==> src/rtl/udp_rx_tile_pkg.sv <==
// Shared types and default widths for the UDP receive tile.
// Holds the NoC output controller state encoding and the output flit mux select codes.
package udp_rx_tile_pkg;

    localparam int NOC_DATA_W_DEF = 512;
    localparam int LEN_W_DEF      = 16;
    localparam int FLITS_W_DEF    = 11;

    typedef enum logic [1:0] {
        ST_READY      = 2'd0,
        ST_HDR_FLIT   = 2'd1,
        ST_META_FLIT  = 2'd2,
        ST_DATA_FLITS = 2'd3
    } ctrl_state_e;

    typedef enum logic [1:0] {
        SEL_HDR  = 2'd0,
        SEL_META = 2'd1,
        SEL_DATA = 2'd2
    } flit_sel_e;

endpackage

==> src/rtl/udp_rx_noc_out_ctrl.sv <==
// Sequences one received UDP packet onto the NoC: header flit, meta flit, then payload flits.
// Handshakes: a beat moves on a cycle where val and rdy are both high; val never waits on rdy.
module udp_rx_noc_out_ctrl
    import udp_rx_tile_pkg::*;
#(
    parameter int NOC_DATA_W = NOC_DATA_W_DEF,
    parameter int LEN_W      = LEN_W_DEF,
    parameter int FLITS_W    = FLITS_W_DEF
) (
    input  logic               clk,
    input  logic               rst,

    input  logic               src_udp_rx_hdr_val,
    input  logic [LEN_W-1:0]   src_udp_rx_data_len,
    output logic               udp_rx_src_hdr_rdy,

    input  logic               src_udp_rx_data_val,
    input  logic               src_udp_rx_data_last,
    output logic               udp_rx_src_data_rdy,

    output logic               udp_rx_out_noc0_vrtoc_val,
    input  logic               noc0_vrtoc_udp_rx_out_rdy,

    output logic               ctrl_datap_store_hdr,
    output logic [1:0]         ctrl_datap_flit_sel,
    output logic [FLITS_W-1:0] ctrl_datap_msg_len,
    output logic               ctrl_err,

    output ctrl_state_e        ctrl_state
);

    localparam int BYTES_PER_FLIT = NOC_DATA_W / 8;
    localparam int BPF_LOG        = $clog2(BYTES_PER_FLIT);

    ctrl_state_e        state;
    ctrl_state_e        state_next;
    flit_sel_e          flit_sel;
    logic [FLITS_W-1:0] count;
    logic [FLITS_W-1:0] count_load;
    logic               hdr_accept;
    logic               data_xfer;

    // Round-up division done one bit wider than the length so 2^LEN_W-1 cannot wrap.
    assign count_load = FLITS_W'(({1'b0, src_udp_rx_data_len} + (LEN_W+1)'(BYTES_PER_FLIT - 1)) >> BPF_LOG);

    assign ctrl_datap_flit_sel = flit_sel;
    assign ctrl_state          = state;

    always_ff @(posedge clk) begin
        if (rst) begin
            state              <= ST_READY;
            count              <= '0;
            ctrl_datap_msg_len <= '0;
            ctrl_err           <= 1'b0;
        end else begin
            state <= state_next;
            if (hdr_accept) begin
                count              <= count_load;
                ctrl_datap_msg_len <= count_load + FLITS_W'(1);
            end else if (data_xfer) begin
                count <= count - FLITS_W'(1);
            end
            // The count ends the packet; a disagreeing last marker only flags the error.
            if (data_xfer && (src_udp_rx_data_last != (count == FLITS_W'(1)))) begin
                ctrl_err <= 1'b1;
            end
        end
    end

    always_comb begin
        state_next                = state;
        udp_rx_src_hdr_rdy        = 1'b0;
        udp_rx_src_data_rdy       = 1'b0;
        udp_rx_out_noc0_vrtoc_val = 1'b0;
        ctrl_datap_store_hdr      = 1'b0;
        flit_sel                  = SEL_HDR;
        hdr_accept                = 1'b0;
        data_xfer                 = 1'b0;
        if (rst) begin
            state_next = ST_READY;
        end else begin
            case (state)
                ST_READY: begin
                    udp_rx_src_hdr_rdy = 1'b1;
                    if (src_udp_rx_hdr_val) begin
                        ctrl_datap_store_hdr = 1'b1;
                        hdr_accept           = 1'b1;
                        state_next           = ST_HDR_FLIT;
                    end
                end
                ST_HDR_FLIT: begin
                    udp_rx_out_noc0_vrtoc_val = 1'b1;
                    flit_sel                  = SEL_HDR;
                    if (noc0_vrtoc_udp_rx_out_rdy) begin
                        state_next = ST_META_FLIT;
                    end
                end
                ST_META_FLIT: begin
                    udp_rx_out_noc0_vrtoc_val = 1'b1;
                    flit_sel                  = SEL_META;
                    if (noc0_vrtoc_udp_rx_out_rdy) begin
                        state_next = (count != '0) ? ST_DATA_FLITS : ST_READY;
                    end
                end
                ST_DATA_FLITS: begin
                    flit_sel                  = SEL_DATA;
                    udp_rx_out_noc0_vrtoc_val = src_udp_rx_data_val;
                    udp_rx_src_data_rdy       = noc0_vrtoc_udp_rx_out_rdy;
                    if (src_udp_rx_data_val && noc0_vrtoc_udp_rx_out_rdy) begin
                        data_xfer = 1'b1;
                        if (count == FLITS_W'(1)) begin
                            state_next = ST_READY;
                        end
                    end
                end
                default: begin
                    state_next                = ctrl_state_e'('x);
                    udp_rx_src_hdr_rdy        = 1'bx;
                    udp_rx_src_data_rdy       = 1'bx;
                    udp_rx_out_noc0_vrtoc_val = 1'bx;
                    ctrl_datap_store_hdr      = 1'bx;
                    flit_sel                  = flit_sel_e'('x);
                    hdr_accept                = 1'bx;
                    data_xfer                 = 1'bx;
                end
            endcase
        end
    end

endmodule

==> config.mk <==
export PLATFORM = sky130hd
export DESIGN_NAME = udp_rx_noc_out_ctrl
export DESIGN_NICKNAME = d
export VERILOG_FILES = /design/src/rtl/udp_rx_tile_pkg.sv /design/src/rtl/udp_rx_noc_out_ctrl.sv
export SDC_FILE = /design/constraint.sdc
export NUM_CORES = 1
export LEC_CHECK = 0
export CAP_MARGIN = 20
export CORE_MARGIN = 2
export CORE_UTILIZATION = 44
export CTS_BUF_LIST = sky130_fd_sc_hd__clkbuf_4
export CTS_CLUSTER_DIAMETER = 80
export CTS_CLUSTER_SIZE = 12
export DETAILED_ROUTE_END_ITERATION = 10
export PLACE_DENSITY = 0.82
export SLEW_MARGIN = 25
export SYNTH_ARGS = -nofsm -noshare
export SYNTH_HDL_FRONTEND = slang
export SYNTH_SLANG_ARGS = --single-unit
==> constraint.sdc <==
create_clock -name clk -period 4 [get_ports clk]
set_clock_uncertainty 0.2 [all_clocks]
set_input_delay 0.4 -clock clk [delete_from_list [all_inputs] [get_ports clk]]
set_output_delay 0.4 -clock clk [all_outputs]
set_load 0.01 [all_outputs]
# Word level (Yosys, flattened, before mapping)

Cells that the tools add are included.

$add $sub $neg: 3
Eq/ne operators: 10
Mux-type cells: 23
Reduce and logical (&&, ||, !) cells: 7

Operators by type and width:

| kind                                                                   | number |
|---|---|
| 11-bit 2-to-1 mux                                                      | 2 |
| 16-bit by 6-bit adder with 17-bit output, second input constant        | 1 |
| 2-bit 2-to-1 mux                                                       | 7 |
| 11-bit by 1-bit adder with 11-bit output, second input constant        | 1 |
| 11-bit by 1-bit equality test with 1-bit output, second input constant | 1 |
| 1-bit 2-to-1 mux                                                       | 11 |
| 11-bit nonzero test                                                    | 1 |
| 11-bit by 1-bit subtractor with 11-bit output, second input constant   | 1 |
| 2-bit != test, second input constant                                   | 5 |
| 2-bit case mux with 4 select lines                                     | 1 |
| 5-bit AND reduction                                                    | 1 |
| 2-bit equality test, second input constant                             | 2 |
| 2-bit case mux with 2 select lines                                     | 1 |
| 2-bit by 1-bit equality test with 1-bit output, second input constant  | 1 |
| 1-bit logical AND                                                      | 2 |
| 2-bit logical NOT                                                      | 1 |
| 1-bit case mux with 2 select lines                                     | 1 |
| 2-bit nonzero test                                                     | 1 |
| 2-bit OR reduction                                                     | 1 |
| 1-bit != test                                                          | 1 |

Register bits: 25
Bits of input ports: 22
Output and inout port bits: 20

# Longest topological paths before layout

Gate-level depths: netlist (run 1).

Depth in word-level cells: 6
Gate-level depth with buffers: 10

# Worst setup path after synthesis (run 1)

OpenSTA, ideal clock, no wires.

Path kind: input -> register
Start: input src_udp_rx_data_len[5]
End: register ctrl_datap_msg_len[8]
Arrival time: 2.203 ns
Required time: 3.669 ns
Setup slack: 1.466 ns
Cell stages on the path: 9
Path through: or4_1 o21ai_1 xnor2_1 ha_1 nand3_1 a21oi_1 nand4_1 xnor2_1 o21ai_0

Longest elaborated chain between the ends: 2

Ends and longest elaborated chain:

| item                                     | RTL line                  | RTL |
|---|---|---|
| start, declared                          | udp_rx_noc_out_ctrl.sv:14 | `input logic [LEN_W-1:0] src_udp_rx_data_len,` |
| 16-bit by 6-bit adder with 17-bit output | udp_rx_noc_out_ctrl.sv:44 | `assign count_load = FLITS_W'(({1'b0, src_udp_rx_data_len} + (LEN_W+1)'(BYTES_PER_FLIT - 1)) >> BPF_LOG);` |
| 11-bit by 1-bit adder with 11-bit output | udp_rx_noc_out_ctrl.sv:59 | `ctrl_datap_msg_len <= count_load + FLITS_W'(1);` |
| end signal, assigned                     | udp_rx_noc_out_ctrl.sv:59 |  |
| end, declared                            | udp_rx_noc_out_ctrl.sv:26 | `output logic [FLITS_W-1:0] ctrl_datap_msg_len,` |

No other way between the ends.
A chain may end at the register's enable or synchronous reset.

# Worst setup path in the final report (run 1)

Ends and elaborated chain as after synthesis.

==> reports/metrics.csv, run 1 <==
stage,metric,value,unit
clocking,htreeDepth,1,
logic_synthesis,synth.most_common_cell,nor2_1,
drt,drc,0,
floorplan,start_util,46.7,%
power,p_leak,0.766,nW
flow_run,maxCapViolCount,0,
power,pwr-share-seq,40.4,%
final_layout,utilization,61.3,%
drt,final_antenna_net_count,0,
critical_path,critPathKind,in -> reg,
critical_path,critPathCaptureType,flip-flop,
power,power,841,uW
floorplan,die-area,4100,um^2
critical_path,reg2reg_to,ctrl_state[1]$_SDFFE_PP0P_,
sta,fin_crit,2810,ps
logic_synthesis,ys_seq_area_share,31.6,%
clocking,clock_latency,310,ps
drt,drt_first_pass_iters,4,
logic_synthesis,ys_warn_count,0,
min_path,hold_start,ctrl_datap_msg_len[2]$_SDFFE_PP0P_,
sta,slew_viol_final,0,
sta,max_freq,0.356,GHz
sta,rsz0062_at_grt,no,
logic_synthesis,synth-edff-count,0,
place,place_area,2050,um^2
drt,wire_per_inst,12.6,um
power,p_comb_share,45.3,%
sta,fin_setup_tns,0,ps
floorplan,num_rows,21,
final_layout,fin_area,2080,um^2
logic_synthesis,ys.flop_type,dfxtp_1,
final_layout,num_antenna_cells,0,
min_path,hp-class,reg -> reg,
logic_synthesis,netlist_top_cells_area,"dfxtp_1 32%, xnor2_1 8.3%, ha_1 7.1%, nor2_1 6.4%, xor2_1 6.1%",
critical_path,crit_arrival,2820,ps
critical_path,path_delay_family,simple AND/OR/NAND/NOR gates,
clocking,hold_buffers,0,
clocking,post_cts.repair.setup_buffers,0,
floorplan,dieWidth,64,um
critical_path,cp_cell_sequence,clkdlybuf4s50_1 > nor4_1 > nand2_1 > and2_1 > nor2_1 > ha_1 > nand3_1 > a21oi_1 > nand4_1 > xnor2_1 > o21ai_0,
critical_path,r2r_setup_slack,1590,ps
clocking,path_clk_slew,130,ps
critical_path,slowest_delay,560,ps
power,power.internal,536,uW
floorplan,fp.dieH,64,um
power,p_clk_share,14.3,%
logic_synthesis,synth_common_cells,"27 x nor2_1, 25 x dfxtp_1, 18 x nand2_1",
logic_synthesis,synth_top_area_share,31.6,%
global_route,grt_pass1_vias,1405,
place,dp_cells,283,
critical_path,critPathLaunchType,input port,
min_path,holdPathEnd,ctrl_datap_msg_len[2]$_SDFFE_PP0P_,
place,pre_cts_slack,872,ps
power,p_per_area,405,nW/um^2
power,swShare,36.4,%
critical_path,cp_data_required_time,4020,ps
final_layout,fillers,296,
logic_synthesis,syn_inst,200,
final_layout,finalNetCount,273,
outcome,status,completed,
clocking,root_buffer,clkbuf_4,
drt,drt_iter0_markers,111,
power,ir_worst_vdd,147,uV
logic_synthesis,syn_nets,231,
place,hpwl,2790,um
floorplan,ios,42,
sta,relSlewSlack,60.0,%
sta,holdWs,265,ps
drt,viasPerCell,5.31,
clocking,cts_sinks,25,
final_layout,final_cell_count_no_fill,287,
final_layout,syn_to_final_growth,31.2,%
place,io_buffer_count,41,
global_route,grt_use_total,18.9,%
sta,finalHoldViolCount,0,
logic_synthesis,netlist_area,1580,um^2
critical_path,r2r-start,count[2]$_SDFFE_PP0P_,
power,switching_power,306,uW
critical_path,reg2reg_depth,6,
sta,tightest_slew,594,ps
drt,dr_total_vias,1523,
logic_synthesis,synthDistinctLibCells,36,
logic_synthesis,avgSynthCellArea,7.92,um^2
clocking,clock_path_buffers,2,
critical_path,critical_path_buf_inv_count,1,
global_route,grt_first_pass_wirelength,6250,um
global_route,grt_max_degree,25,
global_route,grt.overflow.total,0,
global_route,antenna_found_initial,0,
clocking,cts_buffers,3,
clocking,cts_tree,done,
place,place.gp.congestion,0.882,
logic_synthesis,async_reset_ff_share,0,%
final_layout,layout-drive-gt1-share,4.98,%
min_path,worstHoldPathCells,2,
sta,fin_crit_sh,70.2,%
critical_path,cp_slowest_cell,nor4_1,
logic_synthesis,synth-seq-cells,25,
sta,fin_ws,1190,ps
logic_synthesis,netlist.top_cell.by_area,dfxtp_1,
sta,setup_viol,0,
clocking,ctsResizeCount,0,
critical_path,cp_max_fo,4,
floorplan,core_area,3390,um^2
drt,routed_wl,3600,um
==> layout make-up <==
class / instances / area (um^2) / share of cell area [%]
multi-input cells: 159 / 1020 / 49.2
well taps: 46 / 57.6 / 2.77
inverters: 9 / 33.8 / 1.63
clock buffers: 4 / 30.0 / 1.44
repair buffers: 44 / 433 / 20.8
flip-flops and latches: 25 / 500 / 24.1
==> worst max-delay path by stage <==
stage                                      start                                  to  slack, ps  cells after the start
after floorplan           src_udp_rx_data_len[5]  ctrl_datap_msg_len[8]$_SDFFE_PP0P_       1470                      9
after global placement    src_udp_rx_data_len[5]  ctrl_datap_msg_len[8]$_SDFFE_PP0P_        930                     10
after detailed placement  src_udp_rx_data_len[5]  ctrl_datap_msg_len[8]$_SDFFE_PP0P_        870                     11
after CTS                 src_udp_rx_data_len[5]  ctrl_datap_msg_len[8]$_SDFFE_PP0P_       1220                     10
after global routing      src_udp_rx_data_len[5]  ctrl_datap_msg_len[8]$_SDFFE_PP0P_        880                     11
final                     src_udp_rx_data_len[5]  ctrl_datap_msg_len[8]$_SDFFE_PP0P_       1190                     11
==> placed cells by master (no fill, tap or decap), drive strengths merged, types with 2 or more instances in the layout <==
master and instances:
a211oi 12, a21boi 2, a21oi 11, and2 2, buf 3, clkbuf 4
clkdlybuf4s50 41, dfxtp 25, ha 9, inv 9, nand2 18, nand3 9
nand4 3, nor2 27, nor2b 2, nor3 8, nor4 4, o21ai 9
or3 2, or4 3, xnor2 15, xor2 11
==> cell families after synthesis <==
logic type      synth area share [%]
fa+ha+maj                       7.11
buf+inv                         3.79
xor+xnor                        14.4
flops                           31.6
compound gates                  16.9
simple gates                    26.2
==> power groups by stage <==
stage | clock, mW | sequential (mW) | combinational [mW]
after floorplan | 0 | 0.351 | 0.221
after global placement | 0 | 0.343 | 0.373
after detailed placement | 0 | 0.345 | 0.380
after CTS | 0.124 | 0.340 | 0.381
after global routing | 0.136 | 0.348 | 0.426
final | 0.120 | 0.340 | 0.381
==> worst min-delay path: cells and delay by family (launching register included) <==
family | cells | cell delay (ps)
AO/OA/AOI/OAI | 1 | 50
flip-flops | 1 | 340
AND/OR/NAND/NOR | 1 | 50
==> state kept, by name (all words and copies together), names as in the netlist <==
name                flops
ctrl_state              2
ctrl_err                1
ctrl_datap_msg_len     11
count                  11
==> per-layer routing <==
metal  global-route usage [%]  routed length (um)  up-vias  part of all wire [%]
met5                        0                   0        -                     0
met4                     5.98                  15        0                  0.42
met3                     2.99                 170        2                   4.7
met2                     31.8                1750       39                    49
met1                     24.7                1670      693                    46
li1                         -                   -      789                     -
Note: power is estimated with default switching activity, not from simulation.
==> inputs of run 2 (changes only) <==
--- a/config.mk
+++ b/config.mk
@@ -12,7 +12,7 @@
 export CTS_CLUSTER_DIAMETER = 80
 export CTS_CLUSTER_SIZE = 12
 export DETAILED_ROUTE_END_ITERATION = 10
-export PLACE_DENSITY = 0.82
+export PLACE_DENSITY = 0.84
 export SLEW_MARGIN = 25
 export SYNTH_ARGS = -nofsm -noshare
 export SYNTH_HDL_FRONTEND = slang
==> constraint.sdc (replaced) <==
create_clock -name clk -period 2.55 [get_ports clk]
set_clock_uncertainty 0.2 [all_clocks]
set_input_delay 0.255 -clock clk [delete_from_list [all_inputs] [get_ports clk]]
set_output_delay 0.255 -clock clk [all_outputs]
set_load 0.01 [all_outputs]
==> run 2 against run 1 <==
Power is 63% higher; utilization is 4.7 points higher; highest routed layer unchanged; sequential power is 57% higher; clock-buffer cell count stayed put; critical path type is now reg -> reg; final area is 7.6% higher; via count is 4.9% higher; combinational power is 69% higher; die area stayed put; worst setup slack worse by 1100 ps; register-to-register slack worse by 1500 ps.
==> reports/metrics.csv, run 2 (synthesis results as in run 1) <==
stage,metric,value,unit,change
clocking,cts_sinks,25,,unchanged
power,ir_worst_vdd,255,uV,+73%
sta,relSlewSlack,77.3,%,+17 points
floorplan,core_area,3390,um^2,unchanged
global_route,grt_pass1_vias,1556,,+11%
floorplan,ios,42,,unchanged
clocking,htreeDepth,1,,unchanged
critical_path,critPathCaptureType,flip-flop,,
floorplan,die-area,4100,um^2,unchanged
drt,drt_iter0_markers,74,,-33%
drt,final_antenna_net_count,0,,unchanged
min_path,hold_start,ctrl_datap_msg_len[2]$_SDFFE_PP0P_,,
final_layout,layout-drive-gt1-share,14.1,%,+9.1 points
global_route,grt.overflow.total,0,,unchanged
place,dp_cells,296,,+4.6%
final_layout,finalNetCount,288,,+5.5%
final_layout,final_cell_count_no_fill,302,,+5.2%
drt,routed_wl,3910,um,+8.5%
final_layout,num_antenna_cells,0,,unchanged
place,hpwl,3070,um,+10%
final_layout,syn_to_final_growth,41.2,%,
clocking,clock_path_buffers,2,,unchanged
clocking,hold_buffers,0,,unchanged
clocking,cts_tree,done,,
sta,fin_ws,66.5,ps,-1130 ps
place,pre_cts_slack,-242,ps,-1110 ps
global_route,grt_first_pass_wirelength,6740,um,+7.8%
min_path,worstHoldPathCells,2,,unchanged
power,power,1.37,mW,+63%
drt,viasPerCell,5.29,,-0.35%
sta,fin_crit_sh,97.4,%,
min_path,holdPathEnd,ctrl_datap_msg_len[2]$_SDFFE_PP0P_,,
place,io_buffer_count,41,,unchanged
power,p_per_area,611,nW/um^2,+51%
power,p_leak,0.849,nW,+11%
global_route,antenna_found_initial,0,,unchanged
floorplan,num_rows,21,,unchanged
critical_path,reg2reg_to,ctrl_state[1]$_SDFFE_PP0P_,,
floorplan,start_util,46.7,%,unchanged
critical_path,r2r_setup_slack,70,ps,-1520 ps
sta,slew_viol_final,0,,unchanged
floorplan,dieWidth,64,um,unchanged
clocking,clock_latency,320,ps,about the same
critical_path,cp_data_required_time,2610,ps,-1410 ps
final_layout,layout_common_cells,"41 x clkdlybuf4s50_1, 27 x nor2_1, 23 x dfxtp_1, 18 x nand2_1, 18 x buf_4",,
critical_path,crit_arrival,2540,ps,-280 ps
sta,max_freq,0.403,GHz,
outcome,status,completed,,
critical_path,critPathLaunchType,flip-flop,,
drt,dr_total_vias,1597,,+4.9%
drt,drt_first_pass_iters,4,,unchanged
sta,fin_crit,2480,ps,
final_layout,fin_area,2240,um^2,+7.6%
critical_path,critPathKind,reg -> reg,,
critical_path,cp_max_fo,5,,+1
sta,rsz0062_at_grt,yes,,
critical_path,reg2reg_depth,6,,unchanged
floorplan,fp.dieH,64,um,unchanged
drt,drc,0,,unchanged
critical_path,r2r-start,count[3]$_SDFFE_PP0P_,,
min_path,hp-class,reg -> reg,,
sta,tightest_slew,338,ps,-256 ps
flow_run,maxCapViolCount,0,,unchanged
clocking,root_buffer,clkbuf_4,,
clocking,path_clk_slew,130,ps,about the same
clocking,cts_buffers,3,,unchanged
sta,finalHoldViolCount,0,,unchanged
drt,wire_per_inst,12.9,um,+3.1%
sta,fin_setup_tns,0,ps,unchanged
place,place.gp.congestion,0.846,,-4.1%
global_route,grt_max_degree,25,,unchanged
final_layout,final_common_cell,clkdlybuf4s50_1,,
place,place_area,2150,um^2,+4.8%
sta,setup_viol,0,,unchanged
global_route,grt_use_total,20.4,%,+1.5 points
run 2: per-stage QoR:
| step | hold slack, ps | utilization (%) |
|---|---|---|
| final | 261 | 66.0 |
| after global routing | 288 | 66.0 |
| after CTS | 264 | 64.2 |
| after detailed placement | 246 | 63.3 |
| after global placement | 241 | 63.3 |
| after floorplan | 127 | - |
run 2: repair_timing:
action                     4_1_cts  5_1_grt
gates resized for setup          0       13
setup buffers                    0        2
setup endpoints to repair        0        5
hold endpoints to repair         0        0
run 2: worst max-delay path, cell delays in order, from the launching register on:
cell	delay, ps
dfxtp_4	380
or4_4	560
nor4_4	340
nand4_1	130
a221o_1	360
or3_1	340
a21oi_2	130
run 2: power breakdown:
part           switching (mW)  leakage, nW  total, mW  internal (mW)
Clock                   0.116       0.0184      0.188         0.0718
Combinational           0.311        0.624      0.644          0.333
Sequential             0.0694        0.206      0.535          0.466
run 2: worst max-delay path by stage:
stage	from	to	slack [ps]	cells after the start
3_3_place_gp	src_udp_rx_data_len[5]	ctrl_datap_msg_len[8]$_SDFFE_PP0P_	-160	10
6_report	count[3]$_SDFFE_PP0P_	ctrl_state[1]$_SDFFE_PP0P_	70	6
5_1_grt	count[3]$_SDFFE_PP0P_	ctrl_state[1]$_SDFFE_PP0P_	-10	6
3_5_place_dp	src_udp_rx_data_len[5]	ctrl_datap_msg_len[8]$_SDFFE_PP0P_	-240	10
2_1_floorplan	src_udp_rx_data_len[5]	ctrl_datap_msg_len[8]$_SDFFE_PP0P_	160	9
4_1_cts	src_udp_rx_data_len[5]	ctrl_datap_msg_len[8]$_SDFFE_PP0P_	110	10
run 2: layout make-up:
type                    count  area, um^2
fillers                   299        1150
inverters                   9        33.8
flip-flops and latches     25         508
clock buffers               4        30.0
multi-input cells         159        1060
repair buffers             59         546
well taps                  46        57.6
run 2: per-layer routing:
layer  vias up  share of wire, %  global-route usage [%]
met4         0               2.0                    7.61
met3         9               5.0                    4.05
met5         -                 0                       0
met1       723                43                    24.0
met2        50                50                    36.3
li1        815                 -                       -
